`src/rtl/lcd_rx_monitor.sv`:
```
// -----------------------------------------------------------------------------
// lcd_rx_monitor
//   Receive-side checker for a parallel RGB565 LCD interface tapped in loopback
//   on the generator's PixelClk. It measures line/frame geometry, locks when
//   the geometry matches the expected panel size for LOCK_FRAMES consecutive
//   frames, flags timing faults, and can capture one pixel for self-test.
//
//   Optional feature macro: LCD_RX_PROBE_EN (probe capture compiled in when
//   defined; when undefined probe_rgb/probe_valid are tied to 0).
//
// Ports
//   PixelClk, nRST           pixel clock (rising edge), async active-low reset
//   LCD_DE/HSYNC/VSYNC       panel controls (DE high, syncs active low)
//   LCD_R/G/B                5/6/5 pixel data
//   probe_x, probe_y         0-based active-area coordinate to capture
//   meas_htotal/width        cycles per line / DE-high cycles of last line
//   meas_vtotal/height       lines per frame / active lines of last frame
//   frame_done               one-cycle pulse when frame measurements update
//   locked, err_sticky       geometry lock, sticky fault flag
//   probe_rgb, probe_valid   captured pixel and its update pulse
//
// Pipeline: inputs -> S1 -> S2; edge flags registered from S1/S2; the
// processing stage acts on the edge flags and S2 data, so outputs move two
// clocks after the input sample.
// -----------------------------------------------------------------------------
module lcd_rx_monitor #(
  parameter logic [15:0] EXP_WIDTH   = 16'd800,
  parameter logic [15:0] EXP_HEIGHT  = 16'd480,
  parameter logic [3:0]  LOCK_FRAMES = 4'd2,
  parameter logic [15:0] TIMEOUT     = 16'hFFFF
) (
  input  logic        PixelClk,
  input  logic        nRST,
  input  logic        LCD_DE,
  input  logic        LCD_HSYNC,
  input  logic        LCD_VSYNC,
  input  logic [4:0]  LCD_R,
  input  logic [5:0]  LCD_G,
  input  logic [4:0]  LCD_B,
  input  logic [15:0] probe_x,
  input  logic [15:0] probe_y,
  output logic [15:0] meas_htotal,
  output logic [15:0] meas_width,
  output logic [15:0] meas_vtotal,
  output logic [15:0] meas_height,
  output logic        frame_done,
  output logic        locked,
  output logic        err_sticky,
  output logic [15:0] probe_rgb,
  output logic        probe_valid
);

  typedef enum logic [1:0] {
    ST_SEARCH  = 2'd0,
    ST_MEASURE = 2'd1,
    ST_LOCKED  = 2'd2
  } state_t;

  function automatic logic [15:0] sat_inc(input logic [15:0] v);
    sat_inc = (v == 16'hFFFF) ? v : (v + 16'd1);
  endfunction

  // ---------------- input capture and edge detection ----------------
  logic de_s1_q, hs_s1_q, vs_s1_q, de_s1_d, hs_s1_d, vs_s1_d;
  logic de_s2_q, hs_s2_q, vs_s2_q, de_s2_d, hs_s2_d, vs_s2_d;
  logic line_start_q, frame_start_q, de_fall_q;
  logic line_start_d, frame_start_d, de_fall_d;

  // Two-stage capture; falling edges seen as S2 high while S1 low.
  always_comb begin
    de_s1_d       = LCD_DE;
    hs_s1_d       = LCD_HSYNC;
    vs_s1_d       = LCD_VSYNC;
    de_s2_d       = de_s1_q;
    hs_s2_d       = hs_s1_q;
    vs_s2_d       = vs_s1_q;
    line_start_d  = hs_s2_q & ~hs_s1_q;
    frame_start_d = vs_s2_q & ~vs_s1_q;
    de_fall_d     = de_s2_q & ~de_s1_q;
  end

  // Capture and edge-flag registers.
  always_ff @(posedge PixelClk or negedge nRST) begin
    if (!nRST) begin
      de_s1_q       <= 1'b0;
      hs_s1_q       <= 1'b0;
      vs_s1_q       <= 1'b0;
      de_s2_q       <= 1'b0;
      hs_s2_q       <= 1'b0;
      vs_s2_q       <= 1'b0;
      line_start_q  <= 1'b0;
      frame_start_q <= 1'b0;
      de_fall_q     <= 1'b0;
    end else begin
      de_s1_q       <= de_s1_d;
      hs_s1_q       <= hs_s1_d;
      vs_s1_q       <= vs_s1_d;
      de_s2_q       <= de_s2_d;
      hs_s2_q       <= hs_s2_d;
      vs_s2_q       <= vs_s2_d;
      line_start_q  <= line_start_d;
      frame_start_q <= frame_start_d;
      de_fall_q     <= de_fall_d;
    end
  end

  // ---------------- geometry counters and measurements ----------------
  logic [15:0] hcnt_q, dcnt_q, vcnt_q, acnt_q, hcnt_d, dcnt_d, vcnt_d, acnt_d;
  logic [15:0] meas_htotal_q, meas_width_q, meas_vtotal_q, meas_height_q;
  logic [15:0] meas_htotal_d, meas_width_d, meas_vtotal_d, meas_height_d;
  logic        line_act_q, line_act_d, htot_seen_q, htot_seen_d;
  logic        acnt_inc_s;
  state_t      state_q, state_d;

  // Counter updates; a line start coinciding with a frame start is counted
  // as line 1 of the new frame.
  always_comb begin
    hcnt_d      = line_start_q ? 16'd1 : sat_inc(hcnt_q);
    htot_seen_d = htot_seen_q | line_start_q;
    // The first line start after reset has no preceding line to measure.
    meas_htotal_d = (line_start_q && htot_seen_q) ? hcnt_q : meas_htotal_q;
    dcnt_d = line_start_q ? {15'd0, de_s2_q} :
             (de_s2_q ? sat_inc(dcnt_q) : dcnt_q);
    meas_width_d = de_fall_q ? dcnt_q : meas_width_q;
    acnt_inc_s   = de_fall_q & ~line_act_q;
    line_act_d   = line_start_q ? 1'b0 : (de_fall_q ? 1'b1 : line_act_q);
    vcnt_d = frame_start_q ? {15'd0, line_start_q} :
             (line_start_q ? sat_inc(vcnt_q) : vcnt_q);
    acnt_d = frame_start_q ? 16'd0 : (acnt_inc_s ? sat_inc(acnt_q) : acnt_q);
    // The partial frame seen while searching is not reported.
    meas_vtotal_d = (frame_start_q && (state_q != ST_SEARCH)) ? vcnt_q : meas_vtotal_q;
    meas_height_d = (frame_start_q && (state_q != ST_SEARCH)) ? acnt_q : meas_height_q;
  end

  // Counter and measurement registers.
  always_ff @(posedge PixelClk or negedge nRST) begin
    if (!nRST) begin
      hcnt_q        <= 16'd0;
      dcnt_q        <= 16'd0;
      vcnt_q        <= 16'd0;
      acnt_q        <= 16'd0;
      line_act_q    <= 1'b0;
      htot_seen_q   <= 1'b0;
      meas_htotal_q <= 16'd0;
      meas_width_q  <= 16'd0;
      meas_vtotal_q <= 16'd0;
      meas_height_q <= 16'd0;
    end else begin
      hcnt_q        <= hcnt_d;
      dcnt_q        <= dcnt_d;
      vcnt_q        <= vcnt_d;
      acnt_q        <= acnt_d;
      line_act_q    <= line_act_d;
      htot_seen_q   <= htot_seen_d;
      meas_htotal_q <= meas_htotal_d;
      meas_width_q  <= meas_width_d;
      meas_vtotal_q <= meas_vtotal_d;
      meas_height_q <= meas_height_d;
    end
  end

  // ---------------- lock FSM ----------------
  logic [3:0] match_cnt_q, match_cnt_d;
  logic       locked_q, locked_d, err_q, err_d, frame_done_q, frame_done_d;
  logic       match_s, timeout_s, lock_reach_s;

  // Frame comparison uses values from before this cycle's frame-start update,
  // so meas_vtotal_q is the previous frame's line count.
  assign match_s      = (meas_width_q == EXP_WIDTH) && (acnt_q == EXP_HEIGHT) &&
                        (vcnt_q == meas_vtotal_q);
  assign timeout_s    = ~line_start_q && (hcnt_d == TIMEOUT);
  assign lock_reach_s = ({1'b0, match_cnt_q} + 5'd1) >= {1'b0, LOCK_FRAMES};

  // State register.
  always_ff @(posedge PixelClk or negedge nRST) begin
    if (!nRST) begin
      state_q <= ST_SEARCH;
    end else begin
      state_q <= state_d;
    end
  end

  // Next-state logic; a timeout overrides any frame-start transition.
  always_comb begin
    state_d = state_q;
    case (state_q)
      ST_SEARCH:  state_d = frame_start_q ? ST_MEASURE : ST_SEARCH;
      ST_MEASURE: state_d = (frame_start_q && match_s && lock_reach_s) ? ST_LOCKED : ST_MEASURE;
      ST_LOCKED:  state_d = (frame_start_q && !match_s) ? ST_MEASURE : ST_LOCKED;
      default:    state_d = ST_SEARCH;
    endcase
    if (timeout_s) begin
      state_d = ST_SEARCH;
    end else begin
      state_d = state_d;
    end
  end

  // FSM outputs (registered below so locked and frame_done move together).
  always_comb begin
    if (state_d != ST_MEASURE) begin
      match_cnt_d = 4'd0;
    end else if (frame_start_q && (state_q == ST_MEASURE)) begin
      match_cnt_d = match_s ? (match_cnt_q + 4'd1) : 4'd0;
    end else begin
      match_cnt_d = match_cnt_q;
    end
    locked_d     = (state_d == ST_LOCKED);
    frame_done_d = frame_start_q && (state_q != ST_SEARCH);
    err_d        = err_q | ((state_q == ST_LOCKED) &&
                            ((frame_start_q && !match_s) || timeout_s));
  end

  // FSM output registers.
  always_ff @(posedge PixelClk or negedge nRST) begin
    if (!nRST) begin
      match_cnt_q  <= 4'd0;
      locked_q     <= 1'b0;
      err_q        <= 1'b0;
      frame_done_q <= 1'b0;
    end else begin
      match_cnt_q  <= match_cnt_d;
      locked_q     <= locked_d;
      err_q        <= err_d;
      frame_done_q <= frame_done_d;
    end
  end

  assign meas_htotal = meas_htotal_q;
  assign meas_width  = meas_width_q;
  assign meas_vtotal = meas_vtotal_q;
  assign meas_height = meas_height_q;
  assign frame_done  = frame_done_q;
  assign locked      = locked_q;
  assign err_sticky  = err_q;

  // ---------------- probe capture ----------------
`ifdef LCD_RX_PROBE_EN
  logic [15:0] rgb_s1_q, rgb_s1_d, rgb_s2_q, rgb_s2_d, probe_rgb_q, probe_rgb_d;
  logic [15:0] probe_px_s, probe_py_s;
  logic        probe_valid_q, probe_valid_d, probe_hit_s;

  // Pixel position is the DE count before this pixel and the active-line
  // index within the frame; both restart on the coinciding sync edge.
  always_comb begin
    rgb_s1_d      = {LCD_R, LCD_G, LCD_B};
    rgb_s2_d      = rgb_s1_q;
    probe_px_s    = line_start_q ? 16'd0 : dcnt_q;
    probe_py_s    = frame_start_q ? 16'd0 : acnt_q;
    probe_hit_s   = de_s2_q && (probe_px_s == probe_x) && (probe_py_s == probe_y);
    probe_valid_d = probe_hit_s;
    probe_rgb_d   = probe_hit_s ? rgb_s2_q : probe_rgb_q;
  end

  // Pixel data pipeline and probe registers.
  always_ff @(posedge PixelClk or negedge nRST) begin
    if (!nRST) begin
      rgb_s1_q      <= 16'd0;
      rgb_s2_q      <= 16'd0;
      probe_rgb_q   <= 16'd0;
      probe_valid_q <= 1'b0;
    end else begin
      rgb_s1_q      <= rgb_s1_d;
      rgb_s2_q      <= rgb_s2_d;
      probe_rgb_q   <= probe_rgb_d;
      probe_valid_q <= probe_valid_d;
    end
  end

  assign probe_rgb   = probe_rgb_q;
  assign probe_valid = probe_valid_q;
`else
  logic unused_probe_s;
  assign unused_probe_s = ^{probe_x, probe_y, LCD_R, LCD_G, LCD_B};
  assign probe_rgb      = 16'd0;
  assign probe_valid    = 1'b0;
`endif

endmodule

```
`config.mk`:
```
export PLATFORM = sky130hd
export DESIGN_NAME = lcd_rx_monitor
export DESIGN_NICKNAME = d
export VERILOG_FILES = /design/src/rtl/lcd_rx_monitor.sv
export SDC_FILE = /design/constraint.sdc
export NUM_CORES = 1
export LEC_CHECK = 0
export CORE_MARGIN = 4
export CORE_UTILIZATION = 50
export CTS_CLUSTER_SIZE = 28
export DETAILED_ROUTE_END_ITERATION = 10
export PLACE_DENSITY_LB_ADDON = 0.3
export SETUP_SLACK_MARGIN = 0.2
export SLEW_MARGIN = 10
export SYNTH_ARGS = -nofsm -noshare
export SYNTH_HDL_FRONTEND = slang
export SYNTH_SLANG_ARGS = --single-unit
```
`constraint.sdc`:
```
create_clock -name PixelClk -period 3.55 [get_ports PixelClk]
set_input_delay 0.71 -clock PixelClk [delete_from_list [all_inputs] [get_ports PixelClk]]
set_output_delay 0.71 -clock PixelClk [all_outputs]
set_load 0.1 [all_outputs]
```
Word level (Yosys, flattened, before mapping)
Index checks and enable logic that the tools add are counted.

cells by class
  add/sub/neg operators = 6
  order comparisons = 1
  eq/ne operators = 15
  mux-type cells = 21
  bitwise gates (word level) = 11
  reductions and logical operators = 22

operator list
  kind                                                               count
  two-way mux 16 bit                                                 11
  equality test 16 bit, second input constant                        5
  adder 16 x 1 -> 16 bit, second input constant                      4
  equality test 16 x 10 -> 1 bit, second input constant              1
  equality test 16 bit                                               1
  equality test 16 x 9 -> 1 bit, second input constant               1
  two-way mux 4 bit                                                  3
  nonzero test 2 bit                                                 6
  logical AND 1 bit                                                  10
  two-way mux 2 bit                                                  3
  != test 2 bit, second input constant                               3
  one-hot mux 2 bit (3 select lines)                                 1
  AND reduction 2 bit                                                3
  adder 4 x 1 -> 5 bit, second input constant                        1
  greater-or-equal comparator 5 x 2 -> 1 bit, second input constant  1
  inverter 1 bit                                                     5
  adder 4 x 1 -> 4 bit, second input constant                        1
  AND 1 bit                                                          4
  equality test 2 bit, second input constant                         2
  two-way mux 1 bit                                                  3
  equality test 2 x 1 -> 1 bit, second input constant                1
  zero test 2 bit                                                    1
  != test 2 x 1 -> 1 bit, second input constant                      1
  bitwise OR 1 bit                                                   2
  2 further kinds                                                    2

word-level totals
  register bits after elaboration = 148
  output and inout bits = 84
  logic and storage cells = 100

Depth between registers and ports, before layout
Gate-level depths: netlist of run 1.

  depth in word-level cells = 10
  mapped depth = 9

Least setup slack after synthesis of run 1
OpenSTA, ideal clock, no wires.

  path type = reg2reg
  from = reg meas_width_q[5], in the netlist meas_width[5]
  to = reg err_q, in the netlist err_sticky
  setup time = 0.127 ns
  arrival = 2.764 ns
  required time = 3.423 ns
  slack = 0.659 ns
  stages on the path, launching flop included = 7
  clock period less this slack = 2.891 ns
  cell sequence = dfrtp_1 nor3b_1 nand4_1 or4_1 or4_1 and3_1 a311o_1

on the way
  cells in the longest elaborated chain, start to end = 8

ends and longest elaborated chain
  item                            RTL line  RTL
  start: declaration              109       logic [15:0] meas_htotal_q, meas_width_q, meas_vtotal_q, meas_height_q;
  start signal: assignment        156       meas_width_q <= meas_width_d;
  equality test 16 x 10 -> 1 bit  169       assign match_s = (meas_width_q == EXP_WIDTH) && (acnt_q == EXP_HEIGHT) &&
  logical AND 1 bit (2 in a row)  169
  zero test 1 bit                 211       ((frame_start_q && !match_s) || timeout_s));
  logical AND 1 bit               211
  logical OR 1 bit                211
  logical AND 1 bit               210       err_d = err_q | ((state_q == ST_LOCKED) &&
  bitwise OR 1 bit                210
  named net err_d                 164       logic locked_q, locked_d, err_q, err_d, frame_done_q, frame_done_d;
  end signal: assignment          224       err_q <= err_d;
  end: declaration                164

The timed path passes the listed nets, and every way through them passes these cells.
A chain may end at the register's enable or synchronous reset.

Final worst setup path of run 1
  from = reg hcnt_q[5]
  to = reg locked_q, in the netlist locked

on the way
  cells in the longest elaborated chain, start to end = 7
  elaborated cells on any way between the ends = 8
  those cells by class = add/sub (1); eq/ne (3); mux (3); reduce/logical (1)

ends and longest elaborated chain
  item                                                                   RTL line  RTL
  start: declaration                                                     108       logic [15:0] hcnt_q, dcnt_q, vcnt_q, acnt_q, hcnt_d, dcnt_d, vcnt_d, acnt_d;
  start signal: assignment                                               149       hcnt_q <= hcnt_d;
  adder 16 x 1 -> 16 bit / equality test 16 bit (equally long branches)  60        sat_inc = (v == 16'hFFFF) ? v : (v + 16'd1);
  two-way mux 16 bit *                                                   60
  two-way mux 16 bit *                                                   118       hcnt_d = line_start_q ? 16'd1 : sat_inc(hcnt_q);
  equality test 16 bit *                                                 171       assign timeout_s = ~line_start_q && (hcnt_d == TIMEOUT);
  logical AND 1 bit *                                                    171
  two-way mux 2 bit *                                                    192       if (timeout_s) begin
  equality test 2 bit *                                                  208       locked_d = (state_d == ST_LOCKED);
  named net locked_d                                                     164
  end signal: assignment                                                 223       locked_q <= locked_d;
  end: declaration                                                       164

The timed path passes the listed nets; every way through them passes the cells marked *.

==> flow_metrics.py, run 1 <==
metrics = {
    "global_routing": {
        "grt_pass1_vias": 5043,
        "antenna_found_initial": 0,
        "grt_pass1_wl_um": 24930,
        "grt_max_degree": 66,
        "grtUsageTotal": 0.1909,
        "overflow": 0,
    },
    "timing": {
        "relSlewSlack": 0.3368,
        "tns_ns": 0,
        "min_period_ns": 2.883,
        "setup_slack_ns": 0.6670,
        "slew_viol_final": 0,
        "rsz0062_at_grt": "no",
        "finalHoldViolCount": 0,
        "setup_viol": 0,
        "max_freq_ghz": 0.3469,
        "worstMarginPinSlew_ns": 0.9916,
        "fin_hold_ws_ns": 0.2407,
        "skew_ns": 0.008719,
        "fin_crit_sh": 0.8121,
    },
    "clocking": {
        "insertion_delay_ns": 0.42,
        "h-tree-depth": 4,
        "post_cts.repair.setup_buffers": 0,
        "path_clk_slew_ns": 0.06,
        "clock-root-buffer": "clkbuf_16",
        "clockBufferDepth": 2,
        "cts_buffers": 17,
        "cts_resized": 0,
        "clock_sinks": 148,
        "cts_hold_buf": 0,
        "cts_tree": "yes",
    },
    "synthesis": {
        "netlist_area_um2": 7094,
        "synth-edff-count": 0,
        "yosys.area_share.simple": 0.1912,
        "synth_top_family_by_area": "simple AND/OR/NAND/NOR gates",
        "synth_xor_area_frac": 0.07901,
        "yosys_warnings": 0,
        "synth.area.top_cells": "dfrtp_1 52%, mux2_2 9.5%, xor2_1 5.8%",
        "post-synth-top-area-fraction": 0.5220,
        "synthCells": 648,
        "ys_async_sr_fraction": 1.000,
        "synthDistinctLibCells": 57,
        "ys.flop_type": "dfrtp_1",
        "synth.area.mux_share": 0.09947,
        "synthAdderAreaFrac": 0.01235,
        "syn_avg_cell_area_um2": 10.95,
        "ys_ff_latch": 148,
        "synth_area_leader_cell": "dfrtp_1",
        "ys_seq_area_frac": 0.5220,
        "synth_compound_area_frac": 0.05044,
    },
    "pwr": {
        "ir_drop_mv": 0.5510,
        "p_per_area_nw_per_um2": 529.7,
        "internal_power_uw": 3092,
        "p_sw_uw": 1394,
        "switching_share": 0.3107,
        "p_clk_frac": 0.405,
        "seq_power_share": 0.420,
        "power.leakage_uw": 0.003864,
        "combPwrFrac": 0.175,
    },
    "finish": {
        "drive_gt1_frac": 0.1586,
        "multi_input_area_um2": 3136,
        "area_delta_synth_final_pct": 19.37,
        "stdcell_area_um2": 8468,
        "fillCellCount": 1142,
        "antenna_cells": 0,
        "seqCellArea_um2": 3704,
        "fin_nets": 772,
    },
    "routing": {
        "drc": 0,
        "viasPerCell": 5.590,
        "dr.pass1.iters": 4,
        "ant_nets": 0,
        "wire_per_inst_um": 16.34,
        "routed_wl_um": 14790,
        "dr.first_iter.drc_count": 360,
        "num_vias": 5059,
    },
    "critical_path": {
        "timing.critical_path.to_type": "flop",
        "path_max_fanout": 11,
        "reg2reg_to": "locked",
        "crit_path_frequent_cell": "nand3_1",
        "r2r-start": "hcnt_q[5]",
        "crit_required_ns": 3.79,
        "worst-setup-path-type": "flop to flop",
        "regToRegSetupSlack_ns": 0.67,
        "cp_cell_sequence": "nand3_1 -> nor3_1 -> nand3_1 -> xor2_1 -> a211oi_1 -> a22oi_1",
        "arrival_ns": 3.12,
        "crit_slowest_cell": "a211oi_1",
        "reg2reg_depth": 6,
        "max_stage_delay_ns": 0.79,
        "startpoint_type": "flop",
    },
    "die": {
        "coreArea_um2": 13880,
        "die_x_um": 127.1,
        "die_h_um": 127.1,
        "start_util": 0.5111,
        "rows": 43,
        "die_area_um2": 16160,
        "ioPinCount": 137,
    },
    "placed_design": {
        "gp_congestion": 0.9007,
        "post-place-ws_ns": 0.7343,
        "place_area_um2": 7868,
        "port_buffers": 71,
        "dpl.hpwl_um": 10210,
    },
    "run_status": {
        "status": "finished, final reports clean",
    },
    "flow_run": {
        "drv_cap": 0,
    },
    "hold_path": {
        "hold_path.class": "input pin to async pin",
    },
}
## worst max-delay path: cells and delay by family (launching register included)
kind	cells	cell delay [ns]
AOI/OAI and AO/OA	2	1.02
and+or+nand+nor	3	0.94
DFF	1	0.55
xor gates and xnor gates	1	0.19
## flip-flops by register name (all words and copies together) (netlist names), 4 cells and up
name	cells
meas_htotal	16
dcnt_q	16
vcnt_q	16
meas_height	16
match_cnt_q	4
hcnt_q	16
meas_width	16
acnt_q	16
meas_vtotal	16
## placed cells by master (no fill, tap or decap), drive strengths merged, types with 7 or more instances in the layout
cell type,count
dfrtp,148
nor2,70
clkdlybuf4s50,67
mux2,60
xor2,47
nand2,38
nand4,30
nand3,24
clkbuf,20
xnor2,17
conb,17
nor4,17
o21ai,16
a21oi,15
nor3,15
and3,11
buf,11
inv,10
a211oi,9
and4,7
ha,7
## metrics by stage
| stage | std cells | power [µW] | util |
|---|---|---|---|
| 2_1_floorplan | 664 | 2514 | - |
| 6_report | 905 | 4486 | 0.6101 |
| 4_1_cts | 905 | 4529 | 0.6101 |
| 5_1_grt | 905 | 4655 | 0.6101 |
| 3_5_place_dp | 873 | 2699 | 0.5668 |
| 3_3_place_gp | 873 | 2687 | 0.5668 |
## metal layers
metal	global-route usage	part of all wire	vias to the layer above
met2	0.3064	0.49	117
met3	0.04473	0.039	26
met5	0	0	-
li1	-	-	2392
met4	0.08202	0.021	0
met1	0.2497	0.45	2524
## Yosys cell counts (2+ instances only)
cell type,n
nand4b_1,5
nor3b_1,2
and3_1,9
xnor2_1,17
xor2_1,47
o21ai_1,3
nand3b_1,4
or4_1,5
clkbuf_1,22
inv_1,9
nand2b_1,3
nand2_1,38
dfrtp_1,148
nand4_1,29
nor2_1,70
nand3_1,24
nor3_1,14
and3_2,2
a21oi_1,15
ha_1,7
nor4_1,16
or3_1,3
nor4b_1,3
buf_2,4
or2_2,3
a31oi_1,3
a211oi_1,9
and4_1,7
a21boi_0,2
a22oi_1,2
o21ai_0,13
buf_4,19
a41oi_1,2
mux2i_1,3
nor2b_1,5
mux2_2,60
## how the worst max path moves through the flow
stage / from / endpoint / slack, ns / depth (start not counted)
6_report: hcnt_q[5] / locked / 0.67 / 6
5_1_grt: hcnt_q[5] / locked / 0.36 / 6
4_1_cts: hcnt_q[0] / locked / 0.70 / 7
3_5_place_dp: hcnt_q[5] / locked / 0.73 / 6
3_3_place_gp: hcnt_q[5] / locked / 0.75 / 6
2_1_floorplan: meas_width[5] / err_sticky / 0.66 / 6
## final cells by class
cell class,count,area share
timing repair buffer,78,0.09087
tap,180,0.02660
clock inverter,12,0.01817
multi-input combinational,458,0.3703
inverter,9,0.003989
clock buffer,20,0.05275
sequential,148,0.4374
## logic make-up (layout without fill, tap and decap cells)
logic type | Yosys count | count (layout)
AND/OR/NAND/NOR | 251 | 251
flip-flops | 148 | 148
XOR/XNOR | 64 | 64
multiplexers | 63 | 63
buffers and inverters | 58 | 119
AO/OA/AOI/OAI | 56 | 56
adder cells (fa/ha/maj) | 7 | 7
other | 1 | 17
## power by group through the flow
stage / sequential, µW / combinational [µW] / clock (µW)
floorplan: 2170 / 341 / 0
finish: 1890 / 785 / 1820
CTS: 1880 / 792 / 1860
global placement: 1910 / 777 / 0
global route: 1900 / 832 / 1920
detailed placement: 1910 / 788 / 0
Power figures use the tool's default switching activity.
==> run 2, diff against run 1 <==
Clock period 3.55 ns to 2.7 ns, I/O delays scaled along.
==> run 2 against run 1 <==
Compared with the run above:
- critical path depth rose by 2
- critical path type unchanged
- sequential power up 30%
- via count rose by 4.7%
- largest power group unchanged
- clock skew increased by 0.0023 ns
- hold slack lost 0.13 ns
- total power up 34%
- final cell count up 4.3%
- count of clock-buffer cells in the layout is 2 higher
- highest routed layer unchanged
- final area grew 2.6%
- register-to-register slack worse by 0.51 ns
- critical endpoint is now err_sticky
- flip-flop and latch count did not move
- first-iteration DRC count increased by 16%
==> flow_metrics.py, run 2 (synthesis results as in run 1) <==
metrics = {
    "clocking": {
        "clock_sinks": 148,
        "h-tree-depth": 4,
        "cts_hold_buf": 0,
        "cts_tree": "yes",
        "clockBufferDepth": 2,
        "insertion_delay_ns": 0.43,
        "path_clk_slew_ns": 0.06,
        "cts_buffers": 17,
        "clock-root-buffer": "clkbuf_16",
    },
    "pwr": {
        "seq_power_share": 0.410,
        "combPwrFrac": 0.196,
        "ir_drop_mv": 0.5930,
        "power.leakage_uw": 0.004178,
        "p_sw_uw": 1857,
        "p_per_area_nw_per_um2": 690.6,
        "internal_power_uw": 4140,
        "switching_share": 0.3097,
        "p_clk_frac": 0.394,
    },
    "timing": {
        "tns_ns": 0,
        "skew_ns": 0.01100,
        "relSlewSlack": 0.4210,
        "max_freq_ghz": 0.3932,
        "min_period_ns": 2.543,
        "setup_slack_ns": 0.1565,
        "rsz0062_at_grt": "yes",
        "slew_viol_final": 0,
        "setup_viol": 0,
        "worstMarginPinSlew_ns": 0.8686,
        "fin_hold_ws_ns": 0.1113,
        "finalHoldViolCount": 0,
        "fin_crit_sh": 0.9420,
    },
    "critical_path": {
        "r2r-start": "acnt_q[1]",
        "path_max_fanout": 2,
        "cp-endpoint": "err_sticky",
        "crit_slowest_cell": "or4_4",
        "startpoint_type": "flop",
        "arrival_ns": 2.86,
        "timing.critical_path.to_type": "flop",
        "max_stage_delay_ns": 0.52,
        "reg2reg_depth": 8,
        "worst-setup-path-type": "flop to flop",
        "regToRegSetupSlack_ns": 0.16,
        "critPathLaunch": "acnt_q[1]",
        "cp_cell_sequence": "inv_2 -> ha_4 -> nor4b_4 -> nand4_1 -> or4_4 -> or4_4 -> and3_4 -> a311o_1",
        "reg2reg_to": "err_sticky",
        "crit_path_frequent_cell": "or4_4",
        "crit_required_ns": 3.01,
    },
    "placed_design": {
        "port_buffers": 71,
        "dpl.hpwl_um": 10940,
        "place_area_um2": 7955,
        "gp_congestion": 0.8818,
        "post-place-ws_ns": -0.01596,
    },
    "routing": {
        "wire_per_inst_um": 16.65,
        "num_vias": 5295,
        "ant_nets": 0,
        "routed_wl_um": 15710,
        "dr.pass1.iters": 5,
        "viasPerCell": 5.609,
        "dr.first_iter.drc_count": 419,
        "drc": 0,
    },
    "flow_run": {
        "drv_cap": 0,
    },
    "global_routing": {
        "grt_pass1_wl_um": 26610,
        "overflow": 0,
        "antenna_found_initial": 0,
        "grt_max_degree": 69,
        "grt_pass1_vias": 5317,
        "grtUsageTotal": 0.2029,
    },
    "finish": {
        "drive_gt1_frac": 0.3246,
        "layout_commonest_cell": "dfrtp_1",
        "antenna_cells": 0,
        "area_delta_synth_final_pct": 22.42,
        "final_cell_mix": "128 x dfrtp_1, 112 x buf_4, 70 x nor2_1",
        "stdcell_area_um2": 8685,
        "fin_nets": 811,
    },
    "die": {
        "die_h_um": 127.1,
        "ioPinCount": 137,
        "start_util": 0.5111,
        "die_area_um2": 16160,
        "rows": 43,
        "coreArea_um2": 13880,
        "die_x_um": 127.1,
    },
    "run_status": {
        "status": "finished, final reports clean",
    },
    "hold_path": {
        "hold_path.class": "input pin to async pin",
    },
}
==> run 2: changes by cell type in the layout (fill, tap and decap cells not counted), sizes merged <==
| cell | delta |
|---|---|
| buf | +103 |
| clkinvlp | -1 |
| inv | -1 |
| clkdlybuf4s50 | -64 |
| clkbuf | +2 |
==> run 2: worst min path at each step <==
stage                        from        endpoint  slack, ns  depth (start not counted)
after floorplan              nRST       acnt_q[0]       0.24                          0
after global placement    de_s1_q         de_s2_q       0.37                          0
after detailed placement  de_s1_q         de_s2_q       0.37                          0
after CTS                    nRST  meas_vtotal[6]       0.14                          1
after global routing         nRST  meas_vtotal[6]       0.17                          1
final                        nRST  meas_vtotal[6]       0.11                          1
==> run 2: area by class of cell <==
class / count / area (µm²)
clock inverter: 10 / 133.9
fill: 1120 / 5196
multi-input combinational: 458 / 3202
clock buffer: 22 / 454.2
inverter: 9 / 33.78
tap: 180 / 225.2
sequential: 148 / 3734
timing repair buffer: 117 / 902.1
==> run 2: critical path, delay by kind of cell (launching register included) <==
kind                     cells  cell delay [ns]
AO/OA/AOI/OAI                1             0.26
adder cells (fa/ha/maj)      1             0.14
buffers and inverters        1             0.09
flip-flops                   1             0.40
AND/OR/NAND/NOR              5             1.54
==> run 2: timing repair <==
action	4_1_cts	5_1_grt
setup endpoints to repair	8	8
pin swaps	7	2
resized for setup	11	12
buffers inserted	3	6
==> run 2: stage by stage <==
step,std cells,total power (µW),util
4_1_cts,938,5995,0.6202
3_5_place_dp,903,3599,0.5731
6_report,944,5998,0.6257
5_1_grt,944,6228,0.6257
2_1_floorplan,664,3308,-
3_3_place_gp,903,3576,0.5731
==> run 2: routing by layer <==
metal | share of wire | GRT usage
met3 | 0.045 | 0.04139
met2 | 0.51 | 0.3372
met4 | 0.021 | 0.07950
met1 | 0.43 | 0.2624
met5 | 0 | 0
==> run 2: power by group through the flow <==
stage	Clock, µW	Sequential [µW]	Combinational (µW)
after global placement	0	2480	1100
after detailed placement	0	2480	1120
after floorplan	0	2860	448
after CTS	2400	2450	1140
final	2360	2460	1180
after global routing	2510	2470	1240
==> run 3, diff against run 2 <==
Settings changed: CTS_CLUSTER_SIZE 28 to 20, GPL_TIMING_DRIVEN set to 0, SLEW_MARGIN 10 to 20.
==> run 3 against run 2 <==
Compared with the run above:
- sequential power is essentially flat
- global-route usage grew 0.46 points
- flip-flop and latch count is the same
- fmax grew 3.2%
- via count grew 2.3%
- combinational power is essentially flat
- utilization grew 2.2 points
- die area is the same
- first-iteration DRC count shrank 12%
- wire length grew 3.5%
==> flow_metrics.py, run 3 (synthesis results as in run 1) <==
metrics = {
    "die": {
        "rows": 43,
        "die_h_um": 127.1,
        "start_util": 0.5111,
        "coreArea_um2": 13880,
        "ioPinCount": 137,
        "die_area_um2": 16160,
        "die_x_um": 127.1,
    },
    "routing": {
        "dr.first_iter.drc_count": 370,
        "wire_per_inst_um": 16.97,
        "dr.pass1.iters": 5,
        "ant_nets": 0,
        "routed_wl_um": 16260,
        "num_vias": 5416,
        "drc": 0,
        "viasPerCell": 5.653,
    },
    "timing": {
        "min_period_ns": 2.464,
        "skew_ns": 0.006023,
        "slew_viol_final": 0,
        "setup_viol": 0,
        "worstMarginPinSlew_ns": 0.9898,
        "relSlewSlack": 0.3390,
        "setup_slack_ns": 0.2365,
        "fin_crit_sh": 0.9124,
        "finalHoldViolCount": 0,
        "max_freq_ghz": 0.4059,
        "rsz0062_at_grt": "yes",
    },
    "clocking": {
        "insertion_delay_ns": 0.43,
        "cts_buffers": 17,
        "clock_sinks": 148,
        "clock-root-buffer": "clkbuf_16",
        "path_clk_slew_ns": 0.06,
        "cts_tree": "yes",
        "clockBufferDepth": 2,
        "h-tree-depth": 4,
    },
    "global_routing": {
        "grt_pass1_vias": 5399,
        "busiest_layer": "met2",
        "overflow": 0,
        "antenna_found_initial": 0,
        "grt_pass1_wl_um": 26950,
        "grt_util_met3": 0.04808,
        "use_met1": 0.2659,
        "grt_max_degree": 103,
        "grtUsageTotal": 0.2075,
        "grtUsageMet2": 0.3359,
    },
    "critical_path": {
        "path_max_fanout": 2,
        "reg2reg_depth": 8,
        "cp_cell_sequence": "inv_2 -> ha_4 -> nor4b_4 -> nand4_1 -> or4_1 -> or4_4 -> and3_4 -> a311o_1",
        "arrival_ns": 2.77,
        "startpoint_type": "flop",
        "crit_slowest_cell": "or4_1",
        "crit_required_ns": 3.01,
        "reg2reg_to": "err_sticky",
        "max_stage_delay_ns": 0.52,
        "r2r-start": "acnt_q[1]",
        "regToRegSetupSlack_ns": 0.24,
        "timing.critical_path.to_type": "flop",
        "worst-setup-path-type": "flop to flop",
    },
    "placed_design": {
        "port_buffers": 71,
        "post-place-ws_ns": -0.2544,
        "place_area_um2": 8145,
        "gp_congestion": 0.8790,
        "place_inst": 916,
        "dpl.hpwl_um": 11030,
    },
    "flow_run": {
        "drv_cap": 0,
    },
    "finish": {
        "stdcell_area_um2": 8985,
        "fin_nets": 826,
        "drive_gt1_frac": 0.2288,
        "multi_input_area_um2": 3244,
        "finalNonFillerCells": 958,
        "area_delta_synth_final_pct": 26.65,
        "fillCellCount": 1117,
        "final_cell_mix": "131 x dfrtp_1, 70 x nor2_1, 60 x mux2_2",
        "layout_commonest_cell": "dfrtp_1",
        "seqCellArea_um2": 3730,
        "antenna_cells": 0,
    },
    "hold_path": {
        "hold_path.class": "input pin to async pin",
    },
    "pwr": {
        "p_per_area_nw_per_um2": 681.6,
        "p_total_uw": 6124,
        "power.leakage_uw": 0.004504,
        "ir_drop_mv": 0.5516,
    },
    "run_status": {
        "status": "finished, final reports clean",
    },
}
-- run 3: cell types whose count changed in the layout (fill, tap and decap cells not counted), sizes merged --
| cell | delta |
|---|---|
| clkinvlp | -1 |
| dlygate4sd2 | +26 |
| clkdlybuf4s50 | +25 |
| clkbuf | +26 |
| dlymetal6s2s | +17 |
| bufinv | +1 |
| clkinv | -1 |
| buf | -79 |
-- run 3: worst max path at each step --
stage	endpoint	startpoint	cells after the start	slack (ns)
detailed placement	locked	hcnt_q[0]	7	-0.25
finish	err_sticky	acnt_q[1]	8	0.24
floorplan	err_sticky	meas_width[7]	6	0.11
CTS	locked	hcnt_q[0]	8	0.20
global route	err_sticky	hcnt_q[3]	8	0.16
global placement	meas_width[7]	nRST	1	-5.60
-- run 3: worst max-delay path, delay by kind of cell, from the launching register on --
family                     cells  cell delay [ns]
adders and majority gates      1             0.13
DFF                            1             0.39
AOI/OAI and AO/OA              1             0.26
and+or+nand+nor                5             1.47
buffers and inverters          1             0.09
-- run 3: repair_timing --
item | in CTS | in global routing
setup endpoints to repair | 55 | 25
gates resized for setup | 42 | 30
hold buffers | 0 | 0
endpoints found under the hold margin | 0 | 0
setup buffers | 7 | 5
pin swaps | 8 | 4
-- run 3: report_power, final --
part / internal [µW] / switching [µW] / total (µW)
Combinational: 318 / 871 / 1190
Sequential: 2340 / 97.9 / 2430
Clock: 1610 / 891 / 2500
-- run 3: layer usage --
layer / wire (µm) / vias up
li1: - / 2518
met1: 7045 / 2727
met2: 8150 / 129
met3: 642 / 42
met4: 423 / 0
met5: 0 / -
-- run 3: final cells by class --
type,count,share of cell area
flip-flops and latches,148,0.4151
multi-input cells,458,0.3611
repair buffers,84,0.09386
clock buffers,22,0.05278
plain buffers,48,0.03147
well taps,180,0.02507
clock inverters,9,0.01685
inverters,9,0.003760
-- run 3: through the flow --
step | hold slack (ns) | setup TNS, ns | utilization
after floorplan | 0.2444 | 0 | -
after global routing | 0.02660 | 0 | 0.6473
after CTS | 0.01563 | 0 | 0.6376
after detailed placement | 0.3661 | -5.215 | 0.5868
after global placement | 0.3616 | -692.07 | 0.5845
final | 0.006877 | 0 | 0.6473
